===== src/rtl/proc_trace_buffer.sv =====
// Trace capture FIFO: records (pc, result) pairs from the processor and drains
// them over a val/rdy stream; overflow is counted instead of stalling the core.
module proc_trace_buffer #(
    parameter int DEPTH  = 8,
    parameter int PC_W   = 4,
    parameter int DATA_W = 4
) (
    input  logic                     clk,
    input  logic                     reset,
    input  logic [PC_W-1:0]          pc,
    input  logic [DATA_W-1:0]        result,
    input  logic                     capture_en,
    input  logic                     dedup_en,
    input  logic                     clear_ovf,
    output logic                     out_val,
    input  logic                     out_rdy,
    output logic [PC_W-1:0]          out_pc,
    output logic [DATA_W-1:0]        out_result,
    output logic [$clog2(DEPTH):0]   count,
    output logic                     overflow,
    output logic [3:0]               drop_count
);
    localparam int AW = $clog2(DEPTH);
    localparam int CW = AW + 1;
    localparam logic [AW-1:0] PTR_ONE  = AW'(1);
    localparam logic [CW-1:0] CNT_ONE  = CW'(1);
    localparam logic [CW-1:0] CNT_FULL = CW'(DEPTH);

    logic [PC_W+DATA_W-1:0] mem_q [DEPTH];
    logic [AW-1:0]          wr_ptr_q, wr_ptr_d;
    logic [AW-1:0]          rd_ptr_q, rd_ptr_d;
    logic [CW-1:0]          count_q, count_d;
    logic                   overflow_q, overflow_d;
    logic [3:0]             drop_count_q, drop_count_d;
    logic [PC_W-1:0]        last_pc_q, last_pc_d;
    logic                   last_valid_q, last_valid_d;

    logic                   dup, req, full, pop, push, drop;
    logic [PC_W+DATA_W-1:0] head;

    always_comb begin
        dup  = dedup_en && last_valid_q && (pc == last_pc_q);
        req  = capture_en && !dup;
        full = (count_q == CNT_FULL);
        pop  = (count_q != '0) && out_rdy;
        push = req && (!full || pop);
        drop = req && full && !pop;

        wr_ptr_d     = wr_ptr_q;
        rd_ptr_d     = rd_ptr_q;
        count_d      = count_q;
        overflow_d   = overflow_q;
        drop_count_d = drop_count_q;
        last_pc_d    = last_pc_q;
        last_valid_d = last_valid_q;

        if (push) wr_ptr_d = wr_ptr_q + PTR_ONE;
        if (pop)  rd_ptr_d = rd_ptr_q + PTR_ONE;

        if (push && !pop)      count_d = count_q + CNT_ONE;
        else if (pop && !push) count_d = count_q - CNT_ONE;

        // A drop in the same cycle as a clear restarts the tally at one.
        if (drop) begin
            overflow_d   = 1'b1;
            if (clear_ovf)                 drop_count_d = 4'd1;
            else if (drop_count_q != 4'hF) drop_count_d = drop_count_q + 4'd1;
        end else if (clear_ovf) begin
            overflow_d   = 1'b0;
            drop_count_d = '0;
        end

        // Dropped pcs still count as seen so stalls on a full buffer do not re-offer them.
        if (req) begin
            last_pc_d    = pc;
            last_valid_d = 1'b1;
        end
    end

    always_ff @(posedge clk or posedge reset) begin
        if (reset) begin
            wr_ptr_q     <= '0;
            rd_ptr_q     <= '0;
            count_q      <= '0;
            overflow_q   <= 1'b0;
            drop_count_q <= '0;
            last_pc_q    <= '0;
            last_valid_q <= 1'b0;
        end else begin
            wr_ptr_q     <= wr_ptr_d;
            rd_ptr_q     <= rd_ptr_d;
            count_q      <= count_d;
            overflow_q   <= overflow_d;
            drop_count_q <= drop_count_d;
            last_pc_q    <= last_pc_d;
            last_valid_q <= last_valid_d;
        end
    end

    always_ff @(posedge clk) begin
        if (push) mem_q[wr_ptr_q] <= {pc, result};
    end

    always_comb begin
        head       = mem_q[rd_ptr_q];
        out_val    = (count_q != '0);
        out_pc     = out_val ? head[PC_W+DATA_W-1:DATA_W] : '0;
        out_result = out_val ? head[DATA_W-1:0] : '0;
        count      = count_q;
        overflow   = overflow_q;
        drop_count = drop_count_q;
    end
endmodule

===== config.mk =====
export PLATFORM = sky130hd
export DESIGN_NAME = proc_trace_buffer
export DESIGN_NICKNAME = d
export VERILOG_FILES = /design/src/rtl/proc_trace_buffer.sv
export SDC_FILE = /design/constraint.sdc
export NUM_CORES = 1
export LEC_CHECK = 0
export CAP_MARGIN = 10
export CORE_ASPECT_RATIO = 1.2
export CORE_MARGIN = 5
export CORE_UTILIZATION = 55
export DETAILED_ROUTE_END_ITERATION = 8
export GPL_ROUTABILITY_DRIVEN = 0
export GPL_TIMING_DRIVEN = 0
export MAX_ROUTING_LAYER = met4
export PLACE_DENSITY = 0.77
export RECOVER_POWER = 25
export SKIP_CTS_REPAIR_TIMING = 1
export SLEW_MARGIN = 20
export SYNTH_ARGS = -nofsm -noshare
export SYNTH_HDL_FRONTEND = slang
export SYNTH_SLANG_ARGS = --single-unit

===== constraint.sdc =====
create_clock -name clk -period 3.17 [get_ports clk]
set_clock_uncertainty 0.15 [all_clocks]
set_input_delay 0.634 -clock clk [delete_from_list [all_inputs] [get_ports clk]]
set_output_delay 0.634 -clock clk [all_outputs]
set_load 0.1 [all_outputs]

==> flow_summary.yaml, run 1 <==
run_status:
  outcome: "complete, no violations"
yosys:
  ys_seq_elements: 84
  netlist_instances: 204
  synth.avg_cell_area_um2: 17.2
  syn_nets: 225
  ys.warnings.count: 0
  synth_seq_area_share_pct: 68.9
  syn_area_um2: 3520
  yosysUniqueCellTypes: 34
route:
  dr.pass1.iters: 4
  wl_met3_um: 202
  remaining_drc_errors: 0
  antenna_left: 0
  route.layer.met1.wl_um: 2890
  top_layer_used: "met4"
  dr_total_vias: 1882
  wl_met2_um: 3250
  drt_iter0_drc: 167
  wl_um: 6410
  wl_per_cell_um: 19.0
  vias_per_cell: 5.57
critical_path:
  crit_slowest_cell: "dfrtp_4"
  cpPeakStageDelay_ns: 0.52
  crit_family: "simple AND/OR/NAND/NOR gates"
  worst-r2r-cell-count: 13
  r2r_end: "count[3]$_DFFE_PP0P_"
  r2r-start: "count[1]$_DFFE_PP0P_"
  path_cells: "or3_4, nor2_4, clkinvlp_4, clkbuf_2"
  path_max_fanout: 9
  worstSetupEndpoint: "out_val"
  endpoint_kind: "output port"
  cp.depth: 4
  critical_path_class: "reg2out"
  cp.arrival_ns: 2.25
  worstPathBufferInverterCount: 2
  r2r_slack_ns: 0.22
  cp_data_required_time_ns: 2.39
  worstSetupStartpointType: "register"
  crit_start: "count[1]$_DFFE_PP0P_"
die:
  chipHeight_um: 97.6
  num_rows: 32
  num_io_pins: 32
  core_um2: 6330
  die_w_um: 83.0
  fp.dieArea_um2: 8100
  initial_utilization_pct: 55.6
clock_network:
  clockBufferDepth: 2
  cts_root_buf: "clkbuf_8"
  clkLatencyLatePin_ns: 0.34
  clk_pin_slew_worst_paths_ns: 0.08
  clock-sinks: 84
  cts-buffers-inserted: 9
  htreeDepth: 3
  tritoncts: "done"
global_routing:
  grt_pass1_wl_um: 10100
  grt_pass1_vias: 1935
  antenna_found_initial: 0
  grt_util_all_layers_pct: 17.1
  grt_overflow: 0
  grt_max_degree: 21
timing:
  rsz0062_at_grt: "false"
  timing.slew.headroom_pct: 35.0
  fin_crit_sh_pct: 95.7
  setup_tns_ns: 0
  worstMarginPinSlew_ns: 0.971
  drv_slew: 0
  fin_crit_ns: 3.03
  worst_slack_ns: 0.136
  setup_viol: 0
  hold_viol: 0
  fmaxAchievable_mhz: 330
layout:
  nets: 269
  fillers: 483
  drive_above_1_share_pct: 28.9
  areaGrowthSynthToFinish_pct: 19.3
  n_antenna_cell: 0
  fin_cells: 338
min_path:
  hp-class: "reg2reg"
  hold_path_depth: 1
place:
  preCtsSetupSlack_ns: -0.626
  dp_cells: 323
  hpwlAfterDp_um: 4320
  io_buffer_count: 30
flow_run:
  maxCapViolCount: 0
[cell usage in the layout, fill, tap and decap left out, types with 2 or more instances in the layout]
master,Yosys,layout
edfxtp_1,64,64
dfrtp_1,20,17
mux4_2,16,16
clkdlybuf4s50_1,0,15
nor2_1,12,11
buf_2,3,10
clkbuf_8,0,9
mux2i_1,8,8
xnor2_1,7,7
mux2_2,7,7
clkbuf_1,2,6
xor2_1,5,5
o21ai_0,5,5
nand2_1,5,4
buf_1,5,4
ha_1,6,4
inv_1,6,3
a21oi_1,4,3
and4b_1,3,3
clkinvlp_4,0,3
a21o_1,3,3
nand3_1,3,3
nor4b_2,0,3
buf_4,0,3
and3_1,2,2
nor3_2,0,2
clkbuf_2,0,2
ha_4,0,2
bufinv_16,0,2
dfrtp_4,0,2
dlygate4sd3_1,0,2
[flip-flops by register name, indices dropped and copies added, names as in the netlist]
signal / count
last_pc_q: 4
mem_q: 64
rd_ptr_q: 3
overflow: 1
count: 4
drop_count: 4
wr_ptr_q: 3
last_valid_q: 1
[cell type report]
type | instances | area [µm²] | area share [%]
plain buffers | 9 | 47.5 | 1.13
clock buffers | 10 | 128 | 3.04
clock inverters | 6 | 87.6 | 2.09
inverters | 6 | 28.8 | 0.686
multi-input cells | 104 | 1110 | 26.4
flip-flops and latches | 84 | 2430 | 57.9
well taps | 85 | 106 | 2.54
repair buffers | 34 | 258 | 6.14
[Yosys cell counts (all sizes together)]
master  instances  area [µm²]
and2            1        6.26
mux2i           8        80.1
xor2            5        43.8
nor2           12        45.0
and4b           3        30.0
fa              1        20.0
nand3           3        15.0
a21oi           4        20.0
or2             2        12.5
o31ai           1        7.51
edfxtp         64        1920
nand2b          1        6.26
and3            2        12.5
nor4            1        6.26
nand3b          1        7.51
xnor2           7        61.3
or3             2        17.5
nand2           5        18.8
inv             6        22.5
o21ai           5        25.0
dfrtp          20         500
mux2            7        78.8
a211oi          1        7.51
a21o            3        22.5
nor3            3        15.0
ha              6        75.1
a211o           1        8.76
buf             8        33.8
nor4b           3        26.3
mux4           16         360
clkbuf          2        7.51
[kinds of logic after synthesis]
kind of cell	count (synthesis)	share of synthesized area (%)
DFF	84	68.9
and+or+nand+nor	39	6.23
muxes	31	14.8
buffers and inverters	16	1.81
AOI/OAI and AO/OA	15	2.60
xor gates and xnor gates	12	2.99
adders and majority gates	7	2.70
[stage by stage]
step | cell area, µm² | hold WS (ns) | utilization [%]
after detailed placement | 4040 | 0.303 | 63.8
after CTS | 4250 | 0.320 | 67.2
final | 4200 | 0.320 | 66.3
after floorplan | 3570 | 0.277 | -
after global routing | 4200 | 0.336 | 66.3
after global placement | 3980 | 0.292 | 62.9
[per-layer routing]
metal	GRT usage (%)	vias up
li1	-	869
met1	21.9	973
met2	27.5	34
met3	4.41	6
met4	4.15	0
met5	-	-
[worst min-delay path by stage]
| stage | from | end |
|---|---|---|
| 6_report | last_valid_q$_DFFE_PP0P_ | last_valid_q$_DFFE_PP0P_ |
| 5_1_grt | last_valid_q$_DFFE_PP0P_ | last_valid_q$_DFFE_PP0P_ |
| 4_1_cts | last_valid_q$_DFFE_PP0P_ | last_valid_q$_DFFE_PP0P_ |
| 3_5_place_dp | last_valid_q$_DFFE_PP0P_ | last_valid_q$_DFFE_PP0P_ |
| 3_3_place_gp | last_valid_q$_DFFE_PP0P_ | last_valid_q$_DFFE_PP0P_ |
| 2_1_floorplan | last_valid_q$_DFFE_PP0P_ | last_valid_q$_DFFE_PP0P_ |
Power of run 1 is left out: the tool's default activity adds up to more than one toggle a clock period on the data nets, which glitch-free logic cannot reach.
==> run 2, diff against run 1 <==
--- a/config.mk
+++ b/config.mk
@@ -16,7 +16,6 @@
 export PLACE_DENSITY = 0.77
 export RECOVER_POWER = 25
 export SKIP_CTS_REPAIR_TIMING = 1
-export SLEW_MARGIN = 20
 export SYNTH_ARGS = -nofsm -noshare
 export SYNTH_HDL_FRONTEND = slang
 export SYNTH_SLANG_ARGS = --single-unit
==> flow_summary.yaml, run 2 (synthesis gave the netlist of run 1 again) <==
critical_path:
  crit_start: "count[1]$_DFFE_PP0P_"
  cp_data_required_time_ns: 2.39
  worstPathBufferInverterCount: 2
  path_cells: "or3_4, nor2_4, clkinvlp_4, clkbuf_2"
  cp.arrival_ns: 2.25
  critical_path_class: "reg2out"
  worstSetupStartpointType: "register"
  cpPeakStageDelay_ns: 0.52
  path_max_fanout: 9
  crit_family: "simple AND/OR/NAND/NOR gates"
  endpoint_kind: "output port"
  crit_slowest_cell: "dfrtp_4"
  r2r-start: "count[1]$_DFFE_PP0P_"
global_routing:
  grt_overflow: 0
  grt_pass1_wl_um: 10300
  grt_pass1_vias: 1964
  grt_max_degree: 21
  grt_util_all_layers_pct: 17.7
  antenna_found_initial: 0
timing:
  fin_crit_ns: 3.04
  fmaxAchievable_mhz: 329
  setup_tns_ns: 0
  fin_crit_sh_pct: 95.8
  worstMarginPinSlew_ns: 0.971
  setup_viol: 0
  rsz0062_at_grt: "false"
  timing.slew.headroom_pct: 35.0
  drv_slew: 0
  hold_viol: 0
layout:
  final_common_cell: "edfxtp_1"
  regMostFlops: "mem_q"
  final_cell_mix: "edfxtp_1 (64), dfrtp_1 (17), mux4_2 (16)"
  fin_util_pct: 67.0
  fillers: 470
  drive_above_1_share_pct: 29.8
  nets: 271
  areaGrowthSynthToFinish_pct: 20.6
  n_antenna_cell: 0
  largest_register_ffs: 64
die:
  core_um2: 6330
  chipHeight_um: 97.6
  initial_utilization_pct: 55.6
  die_w_um: 83.0
  fp.dieArea_um2: 8100
  num_io_pins: 32
  num_rows: 32
clock_network:
  htreeDepth: 3
  clockBufferDepth: 2
  cts-buffers-inserted: 9
  tritoncts: "done"
  cts_root_buf: "clkbuf_8"
  clk_pin_slew_worst_paths_ns: 0.08
  clkLatencyLatePin_ns: 0.36
  clock-sinks: 84
run_status:
  outcome: "complete, no violations"
route:
  vias_per_cell: 5.56
  antenna_left: 0
  drt_iter0_drc: 118
  dr_total_vias: 1890
  dr.pass1.iters: 4
  wl_per_cell_um: 19.1
  wl_um: 6490
  remaining_drc_errors: 0
flow_run:
  maxCapViolCount: 0
min_path:
  hp-class: "reg2reg"
  hp-start: "last_valid_q$_DFFE_PP0P_"
place:
  io_buffer_count: 30
  hpwlAfterDp_um: 4350
run 2: final timing paths:
kind | endpoint | slack, ns | cells past startpoint
worst min-delay path | last_valid_q$_DFFE_PP0P_ | 0.32 | 1
min in group asynchronous | count[0]$_DFFE_PP0P_ | 0.57 | 2
worst max-delay path | out_val | 0.13 | 4
worst max register to register | count[3]$_DFFE_PP0P_ | 0.16 | 13
worst min register to register | last_valid_q$_DFFE_PP0P_ | 0.32 | 1
max in group asynchronous | count[1]$_DFFE_PP0P_ | 1.72 | 2
run 2: cell type report:
type	instances	area, µm²	area share [%]
well taps	85	106	2.51
repair buffers	36	273	6.43
clock inverters	7	121	2.86
clock buffers	9	124	2.92
multi-input cells	104	1100	26.0
plain buffers	9	50.0	1.18
flip-flops and latches	84	2430	57.3
inverters	6	32.5	0.767
run 2: through the flow:
stage	setup slack, ns	hold slack, ns	cells	cell area [µm²]
after floorplan	-0.160	0.277	204	3570
after global placement	-1.14	0.292	319	3980
after detailed placement	-0.628	0.297	324	4040
after CTS	-1.01	0.322	340	4290
after global routing	0.00484	0.346	340	4240
final	0.132	0.320	340	4240
run 2: metal layers:
layer	GRT usage [%]	wire length, µm
met5	-	0
met4	7.92	125
met3	4.07	229
met2	27.0	3330
met1	22.7	2810
Power of run 2 is left out for the same reason.
==> run 3, diff against run 2 <==
--- a/config.mk
+++ b/config.mk
@@ -12,10 +12,8 @@
 export DETAILED_ROUTE_END_ITERATION = 8
 export GPL_ROUTABILITY_DRIVEN = 0
 export GPL_TIMING_DRIVEN = 0
-export MAX_ROUTING_LAYER = met4
 export PLACE_DENSITY = 0.77
 export RECOVER_POWER = 25
-export SKIP_CTS_REPAIR_TIMING = 1
 export SYNTH_ARGS = -nofsm -noshare
 export SYNTH_HDL_FRONTEND = slang
 export SYNTH_SLANG_ARGS = --single-unit
==> flow_summary.yaml, run 3 (synthesis gave the netlist of run 1 again) <==
global_routing:
  grt_overflow: 0
  antenna_found_initial: 0
  grt_util_all_layers_pct: 17.2
  grt_pass1_wl_um: 10300
  grt_max_degree: 21
  grt_pass1_vias: 1957
layout:
  final_area_um2: 4260
  nets: 271
  final_common_cell: "edfxtp_1"
  regMostFlops: "mem_q"
  drive_above_1_share_pct: 29.8
  final_cell_mix: "edfxtp_1 (64), dfrtp_1 (17), mux4_2 (16)"
  n_antenna_cell: 0
  areaGrowthSynthToFinish_pct: 21.2
  largest_register_ffs: 64
clock_network:
  cts_root_buf: "clkbuf_8"
  clockBufferDepth: 2
  cts_hold_buf: 0
  cts-buffers-inserted: 9
  clock-sinks: 84
  clkLatencyLatePin_ns: 0.35
  htreeDepth: 3
  clk_pin_slew_worst_paths_ns: 0.08
  tritoncts: "done"
critical_path:
  r2r_slack_ns: 0.16
  cp_data_required_time_ns: 3.26
  critical_path_class: "in2reg"
  r2r-start: "count[1]$_DFFE_PP0P_"
  cp.arrival_ns: 3.13
  crit_start: "pc[2]"
  path_max_fanout: 10
  worstSetupStartpointType: "input port"
  endpoint_kind: "register"
min_path:
  hp-class: "reg2reg"
  hp-start: "last_valid_q$_DFFE_PP0P_"
route:
  vias_per_cell: 5.53
  dr_total_vias: 1880
  drt_iter0_drc: 95
  antenna_left: 0
  remaining_drc_errors: 0
  wl_um: 6500
  wl_per_cell_um: 19.1
  dr.pass1.iters: 6
die:
  die_w_um: 83.0
  fp.dieArea_um2: 8100
  num_io_pins: 32
  num_rows: 32
  chipHeight_um: 97.6
  initial_utilization_pct: 55.6
  core_um2: 6330
timing:
  fin_crit_ns: 3.05
  drv_slew: 0
  fmaxAchievable_mhz: 328
  worstMarginPinSlew_ns: 0.971
  timing.slew.headroom_pct: 35.0
  fin_crit_sh_pct: 96.1
  setup_viol: 0
  hold_viol: 0
place:
  io_buffer_count: 30
  hpwlAfterDp_um: 4350
  dpl_cell_area_um2: 4040
run_status:
  outcome: "complete, no violations"
flow_run:
  maxCapViolCount: 0
[run 3: path summary, 6_finish.rpt]
kind | depth (start not counted) | end
worst max-delay path | 14 | count[3]$_DFFE_PP0P_
worst min-delay path | 1 | last_valid_q$_DFFE_PP0P_
worst max register to register | 13 | count[3]$_DFFE_PP0P_
worst min register to register | 1 | last_valid_q$_DFFE_PP0P_
max in group asynchronous | 2 | count[1]$_DFFE_PP0P_
min in group asynchronous | 2 | count[0]$_DFFE_PP0P_
[run 3: final cells by class]
class                   instances  area [µm²]
clock inverters                 7         121
multi-input cells             104        1100
well taps                      85         106
clock buffers                   9         124
flip-flops and latches         84        2430
fillers                       467        2060
inverters                       6        32.5
repair buffers                 36         293
plain buffers                   9        50.0
[run 3: layer usage]
metal,vias up,share of wire [%],GRT usage (%)
met5,-,0,0
met4,0,1.8,9.43
met3,13,3.6,3.31
met2,40,51,26.6
met1,953,43,22.9
li1,874,-,-
[run 3: through the flow]
stage / worst slack, ns / instances / utilization (%) / hold WS (ns) / setup TNS (ns)
2_1_floorplan: -0.160 / 204 / - / 0.277 / -1.27
3_3_place_gp: -1.14 / 319 / 62.9 / 0.292 / -43.95
3_5_place_dp: -0.628 / 324 / 63.9 / 0.297 / -12.58
4_1_cts: 0.0102 / 339 / 67.2 / 0.322 / 0
5_1_grt: -0.0249 / 340 / 67.4 / 0.346 / -0.0249
6_report: 0.123 / 340 / 67.4 / 0.317 / 0
[run 3: worst max-delay path: stages]
cell and delay (ns):
dlygate4sd2_1 0.41, xor2_1 0.14, nor3_2 0.31, a21o_1 0.17, clkbuf_4 0.22, clkinvlp_4 0.15, ha_4 0.19, inv_4 0.07
ha_4 0.19, a21o_1 0.15, a21oi_2 0.13, xnor2_1 0.14, nor2_1 0.08, xor2_1 0.14
[run 3: timing repair]
action,4_1_cts,5_1_grt
endpoints found under the hold margin,0,0
setup buffers,0,1
gates resized for setup,51,5
endpoints found under the setup margin,11,8
Power of run 3 is left out for the same reason.
